## src/rtl/dff_reg_pkg.sv

```systemverilog
// dff_reg_pkg: shared op codes, FSM states and counter widths
// for the round-robin arbitrated D-flip-flop register block.
package dff_reg_pkg;

  localparam logic [1:0] OP_LOAD = 2'b00;
  localparam logic [1:0] OP_CLR  = 2'b01;
  localparam logic [1:0] OP_PRE  = 2'b10;
  localparam logic [1:0] OP_HOLD = 2'b11;

  localparam int NREQ_MAX = 8;
  localparam int PTR_W    = $clog2(NREQ_MAX);
  localparam int CNT_W    = 3;
  localparam int RTY_W    = 4;

  typedef enum logic [2:0] {
    IDLE,
    ARB,
    DRIVE,
    VERIFY,
    ACK
  } state_t;

endpackage

```

## src/rtl/rr_pick.sv

```systemverilog
// rr_pick: combinational round-robin pick; search starts at ptr.
// Ports: req vector, ptr in; one-hot win, its idx and any out.
module rr_pick
  import dff_reg_pkg::*;
#(
  parameter int NREQ = 4
) (
  input  logic [NREQ-1:0]  req,
  input  logic [PTR_W-1:0] ptr,
  output logic [NREQ-1:0]  win,
  output logic [PTR_W-1:0] idx,
  output logic             any
);

  always_comb begin
    win = '0;
    idx = '0;
    any = 1'b0;
    for (int k = 0; k < NREQ; k++) begin
      if (!any && req[(int'(ptr) + k) % NREQ]) begin
        any = 1'b1;
        win[(int'(ptr) + k) % NREQ] = 1'b1;
        idx = PTR_W'((int'(ptr) + k) % NREQ);
      end
    end
  end

endmodule

```

## src/rtl/dff_reg_arbiter.sv

```systemverilog
// dff_reg_arbiter: NREQ requesters share one WIDTH-bit DFF register
// (load/clear/preset/hold), served round-robin; shadow drives dff_d.
// Ports: clk, clr (async low), req/op/din, q_in in; gnt, ack,
// dff_d, dff_clr, dff_pre, busy, err out. Macro DFF_REG_VERIFY_EN
// adds readback verify with retry and a sticky err flag.
module dff_reg_arbiter
  import dff_reg_pkg::*;
#(
  parameter int NREQ      = 4,
  parameter int WIDTH     = 8,
  parameter int PULSE_CYC = 2,
  parameter int MAX_RETRY = 1
) (
  input  logic                  clk,
  input  logic                  clr,
  input  logic [NREQ-1:0]       req,
  input  logic [2*NREQ-1:0]     op,
  input  logic [NREQ*WIDTH-1:0] din,
  input  logic [WIDTH-1:0]      q_in,
  output logic [NREQ-1:0]       gnt,
  output logic [NREQ-1:0]       ack,
  output logic [WIDTH-1:0]      dff_d,
  output logic                  dff_clr,
  output logic                  dff_pre,
  output logic                  busy,
  output logic                  err
);

  state_t            state, state_n;
  logic [PTR_W-1:0]  ptr, ptr_n;
  logic [NREQ-1:0]   gnt_n;
  logic [1:0]        op_r, op_n, op_sel;
  logic [WIDTH-1:0]  din_r, din_n, din_sel;
  logic [WIDTH-1:0]  shadow, shadow_n;
  logic [CNT_W-1:0]  cnt, cnt_n;
  logic [NREQ-1:0]   win;
  logic [PTR_W-1:0]  win_idx;
  logic              win_any;
  logic              drv_done;

`ifdef DFF_REG_VERIFY_EN
  logic [RTY_W-1:0]  rty, rty_n;
  logic              err_q, err_set;
`else
  logic              unused_ok;
  assign unused_ok = ^{q_in, MAX_RETRY[0]};
`endif

  rr_pick #(.NREQ(NREQ)) u_pick (
    .req (req),
    .ptr (ptr),
    .win (win),
    .idx (win_idx),
    .any (win_any)
  );

  always_comb begin
    op_sel  = OP_HOLD;
    din_sel = '0;
    for (int i = 0; i < NREQ; i++) begin
      if (gnt[i]) begin
        op_sel  = op[2*i +: 2];
        din_sel = din[WIDTH*i +: WIDTH];
      end
    end
  end

  assign drv_done = (op_r == OP_LOAD) ||
                    (cnt == CNT_W'(PULSE_CYC - 1));

  always_comb begin
    state_n  = state;
    ptr_n    = ptr;
    gnt_n    = gnt;
    op_n     = op_r;
    din_n    = din_r;
    shadow_n = shadow;
    cnt_n    = cnt;
`ifdef DFF_REG_VERIFY_EN
    rty_n    = rty;
    err_set  = 1'b0;
`endif
    unique case (state)
      IDLE: begin
        if (|req) state_n = ARB;
      end
      ARB: begin
        if (gnt == '0) begin
          if (win_any) begin
            gnt_n = win;
            ptr_n = (win_idx == PTR_W'(NREQ - 1)) ?
                    '0 : win_idx + 1'b1;
          end else begin
            state_n = IDLE;
          end
        end else if (!(|(req & gnt))) begin
          gnt_n   = '0;
          state_n = IDLE;
        end else begin
          op_n  = op_sel;
          din_n = din_sel;
          cnt_n = '0;
`ifdef DFF_REG_VERIFY_EN
          rty_n = '0;
`endif
          state_n = (op_sel == OP_HOLD) ? ACK : DRIVE;
        end
      end
      DRIVE: begin
        if (drv_done) begin
          cnt_n = '0;
          unique case (op_r)
            OP_LOAD: shadow_n = din_r;
            OP_CLR:  shadow_n = '0;
            OP_PRE:  shadow_n = '1;
            default: shadow_n = shadow;
          endcase
`ifdef DFF_REG_VERIFY_EN
          state_n = VERIFY;
`else
          state_n = ACK;
`endif
        end else begin
          cnt_n = cnt + 1'b1;
        end
      end
`ifdef DFF_REG_VERIFY_EN
      VERIFY: begin
        if (q_in == shadow) begin
          state_n = ACK;
        end else if (rty < RTY_W'(MAX_RETRY)) begin
          rty_n   = rty + 1'b1;
          cnt_n   = '0;
          state_n = DRIVE;
        end else begin
          err_set = 1'b1;
          state_n = ACK;
        end
      end
`endif
      ACK: begin
        gnt_n   = '0;
        state_n = IDLE;
      end
      default: begin
        gnt_n   = '0;
        state_n = IDLE;
      end
    endcase
  end

  always_ff @(posedge clk or negedge clr) begin
    if (!clr) begin
      state   <= IDLE;
      ptr     <= '0;
      gnt     <= '0;
      ack     <= '0;
      op_r    <= OP_HOLD;
      din_r   <= '0;
      shadow  <= '0;
      cnt     <= '0;
      dff_clr <= 1'b1;
      dff_pre <= 1'b1;
      busy    <= 1'b0;
    end else begin
      state   <= state_n;
      ptr     <= ptr_n;
      gnt     <= gnt_n;
      ack     <= (state_n == ACK) ? gnt_n : '0;
      op_r    <= op_n;
      din_r   <= din_n;
      shadow  <= shadow_n;
      cnt     <= cnt_n;
      dff_clr <= !(state_n == DRIVE && op_n == OP_CLR);
      dff_pre <= !(state_n == DRIVE && op_n == OP_PRE);
      busy    <= (state_n != IDLE);
    end
  end

  assign dff_d = shadow;

`ifdef DFF_REG_VERIFY_EN
  always_ff @(posedge clk or negedge clr) begin
    if (!clr) begin
      rty   <= '0;
      err_q <= 1'b0;
    end else begin
      rty   <= rty_n;
      err_q <= err_q | err_set;
    end
  end
  assign err = err_q;
`else
  assign err = 1'b0;
`endif

endmodule

```

## config.mk

```make
export PLATFORM = sky130hd
export DESIGN_NAME = dff_reg_arbiter
export DESIGN_NICKNAME = d
export VERILOG_FILES = /design/src/rtl/dff_reg_pkg.sv /design/src/rtl/rr_pick.sv /design/src/rtl/dff_reg_arbiter.sv
export SDC_FILE = /design/constraint.sdc
export NUM_CORES = 1
export LEC_CHECK = 0
export CAP_MARGIN = 20
export CORE_MARGIN = 2
export CORE_UTILIZATION = 42
export DETAILED_ROUTE_END_ITERATION = 7
export GPL_TIMING_DRIVEN = 0
export MAX_ROUTING_LAYER = met4
export PLACE_DENSITY_LB_ADDON = 0.1
export SLEW_MARGIN = 20
export SYNTH_ARGS = -nofsm -noshare
export SYNTH_HDL_FRONTEND = slang
export SYNTH_SLANG_ARGS = --single-unit
```

## constraint.sdc

```tcl
create_clock -name clk -period 2.7 [get_ports clk]
set_input_delay 0.54 -clock clk [delete_from_list [all_inputs] [get_ports clk]]
set_output_delay 0.54 -clock clk [all_outputs]
set_load 0.1 [all_outputs]
```

==> impl_metrics.json <==
{
  "routedWlPerCell_microns": 14.7,
  "die_y_microns": 79.0,
  "required_ns": 2.87,
  "io_pins": 74,
  "numCtsBuffers": 5,
  "multi_input_area_sq_mm": 0.00131,
  "numClockSinks": 37,
  "synth-edff-count": 0,
  "tightest_slew_ns": 0.997,
  "hold_slack_ns": 0.193,
  "clock_path_buffers": 2,
  "path_class": "reg -> reg",
  "crit_path_frequent_cell": "buf_6",
  "path_max_fanout": 10,
  "synthesis.nets": 336,
  "antenna_found_initial": 0,
  "regToRegEndpoint": "ack[1]",
  "hpwl_microns": 4640,
  "reg2reg_slack_ns": 0.15,
  "pwr-share-comb_pct": 63.5,
  "power.leakage_uw": 0.00138,
  "finalHoldViolations": 0,
  "clock_skew_ns": 0.0104,
  "syn_to_final_growth_pct": 41.0,
  "dp_cells": 407,
  "seq_area_frac_synth_pct": 39.4,
  "fp-row-count": 27,
  "diodes": 0,
  "final.min_clock_period_ns": 2.55,
  "crit_arrival_ns": 2.72,
  "rsz0062_at_grt": "false",
  "ff2ff_path_depth": 11,
  "port_buffers": 64,
  "total_power_uw": 3800,
  "p_sw_uw": 1870,
  "syn_area_sq_mm": 0.00236,
  "final_layout_size_suffix_gt1_share_pct": 13.1,
  "cts_tree": "built",
  "nNetsFinal": 415,
  "clkLatencyLatePin_ns": 0.29,
  "crit_path_start_kind": "flip-flop",
  "synth.avg_cell_area_sq_um": 8.75,
  "finalNonFillerCells": 422,
  "cp_top_family": "multiplexers",
  "ir_worst_vdd_uv": 743,
  "fillers": 495,
  "timing.fmax_mhz": 392,
  "crit_slowest_cell": "mux4_2",
  "grt.busiest_layer": "met2",
  "tns_ns": 0,
  "yosysUniqueCellTypes": 44,
  "path_buf_inv": 4,
  "clk_pin_slew_ns": 0.08,
  "synth.top_cell.area_share_pct": 34.9,
  "place.gp.congestion": 0.883,
  "async_flop_share_pct": 100,
  "grt_pass1_vias": 2136,
  "grt_overflow": 0,
  "core-area_sq_mm": 0.00547,
  "synthCells": 270,
  "via_per_inst": 5.41,
  "pwr_density_cell_mw_per_mm2": 1140,
  "cts_root_buf": "clkbuf_8",
  "p_sw_share_pct": 49.2,
  "period_share_pct": 94.6,
  "antenna_left": 0,
  "slew_viol_final": 0,
  "holdCritPathClass": "in -> async",
  "vias": 2281,
  "remaining_drc_errors": 0,
  "max_cap_viol_count": 0,
  "pwr-share-seq_pct": 23.3,
  "outcome": "completed",
  "relSlewSlack_pct": 33.4,
  "ys.flop_type": "dfrtp_1",
  "grtUsageMet1_pct": 26.6,
  "yosys_warnings": 0,
  "crit_chain": "buf_6 -> buf_8 -> clkinvlp_4 -> ha_1 -> buf_6 -> mux4_2 -> a21oi_2 -> o21ai_0 -> o211ai_1 -> o211ai_2 -> and2_1",
  "dr.pass1.iters": 6,
  "grt_max_degree": 21,
  "crit_path_max_incr_delay_ns": 0.58,
  "yosys.area.top_type": "dfrtp_1",
  "grt_usage_pct": 21.2,
  "setup.worst_path.end_class": "flip-flop",
  "die_w_microns": 79.0,
  "grt_use_met3_pct": 3.18,
  "pwr-share-clk_pct": 13.2,
  "ys_top_cells_by_area": "dfrtp_1, o21ai_0, ha_1",
  "dr.first_iter.drc_count": 136,
  "grt_first_pass_wirelength_microns": 10400,
  "htree_levels": 2,
  "initial_utilization_pct": 43.2,
  "routed_wl_microns": 6210,
  "use_met2_pct": 35.3,
  "setup_viol": 0,
  "internal_power_uw": 1930,
  "dieArea_sq_mm": 0.00624,
  "seqCellArea_sq_um": 931,
  "ys_seq_elements": 37
}
[final cells by class]
| type | count | share of cell area, % |
|---|---|---|
| Clock buffer | 6 | 2.48 |
| Clock inverter | 2 | 1.13 |
| Inverter | 14 | 1.69 |
| Tap cell | 72 | 2.70 |
| Buffer | 20 | 3.53 |
| Sequential cell | 37 | 27.9 |
| Multi-Input combinational cell | 200 | 39.3 |
| Timing Repair Buffer | 71 | 21.2 |
[worst reg2reg max path: cells and delay by family (launching register included)]
| family | cells | cell delay (ns) |
|---|---|---|
| and+or+nand+nor | 1 | 0.18 |
| DFF | 1 | 0.37 |
| adders and majority gates | 1 | 0.30 |
| muxes | 1 | 0.58 |
| AOI/OAI and AO/OA | 4 | 0.54 |
| buffers and inverters | 4 | 0.47 |
[how the worst max path moves through the flow]
stage | depth (start not counted) | endpoint | from | slack [ns]
after floorplan | 11 | ack[1] | flip-flop | 0.18
after global placement | 7 | ack[0] | req[2] | -0.13
after detailed placement | 11 | ack[1] | flip-flop | -0.11
after CTS | 11 | ack[1] | flip-flop | 0.03
after global routing | 10 | ack[2] | flip-flop | 0.04
final | 11 | ack[1] | flip-flop | 0.15
[layer usage]
layer,up-vias,share of wire (%)
met5,-,0
met4,0,2.3
met3,17,3.6
met2,72,51
met1,1069,43
li1,1123,-
[cells by family (layout without fill, tap and decap cells)]
group	Yosys count	after routing	synth area share, %
flops	37	37	39.4
fa+ha+maj	12	12	6.35
compound gates	93	93	24.4
buf+inv	34	113	6.67
simple gates	87	87	18.4
other cells	1	1	0.159
xor+xnor	1	1	0.371
mux	5	6	4.29
[power groups by stage]
stage	registers [uW]	logic, uW	clock network, uW
finish	885	2420	502
global route	910	2640	536
CTS	890	2310	507
detailed placement	906	2240	0
global placement	899	2220	0
floorplan	1390	1210	0
[cell usage after synthesis, types with 2 or more instances]
library cell,n
clkbuf_1,7
o21ai_0,35
dfstp_2,4
a21oi_1,26
a221oi_1,10
o21ai_1,4
and2_1,6
nor2_1,13
ha_1,12
nor4_1,3
buf_6,2
a22o_1,3
a22oi_1,2
dfrtp_1,33
o211ai_2,2
nand2_1,32
o211ai_1,2
nand3_1,3
mux4_2,4
nor2b_1,13
inv_1,13
nand2b_1,2
nor3_1,10
buf_2,9
[flip-flops by register name (all words and copies together) (netlist names), named ones only]
name     cells
ack          4
busy         1
cnt          3
dff_clr      1
dff_d        8
dff_pre      1
din_r        8
gnt          4
op_r         2
ptr          1
state        3
[layout by cell type (no fill, tap or decap), drive strengths merged, types with 5 or more instances in the layout]
master / instances
o21ai: 39
nand2: 32
ha: 12
clkbuf: 14
a21oi: 26
and2: 6
nor2b: 13
nor3: 10
dfrtp: 33
buf: 20
mux4: 5
clkdlybuf4s50: 63
a221oi: 10
nor2: 13
inv: 12
[stage by stage]
stage | util (%) | setup WS, ns | area, sq um
4_1_cts | 59.8 | 0.0292 | 3270
3_3_place_gp | 56.5 | -0.129 | 3090
2_1_floorplan | - | 0.179 | 2360
6_report | 60.9 | 0.146 | 3330
3_5_place_dp | 57.0 | -0.114 | 3120
5_1_grt | 60.9 | 0.0414 | 3330
[repair_timing]
item / in CTS / in global routing
cloned: 1 / 0
pin swaps: 0 / 3
hold buffers: 0 / 0
gates resized for setup: 1 / 6
setup buffers: 1 / 5
endpoints found under the setup margin: 5 / 5
hold endpoints to repair: 0 / 0
(Power assumes the default switching activity.)
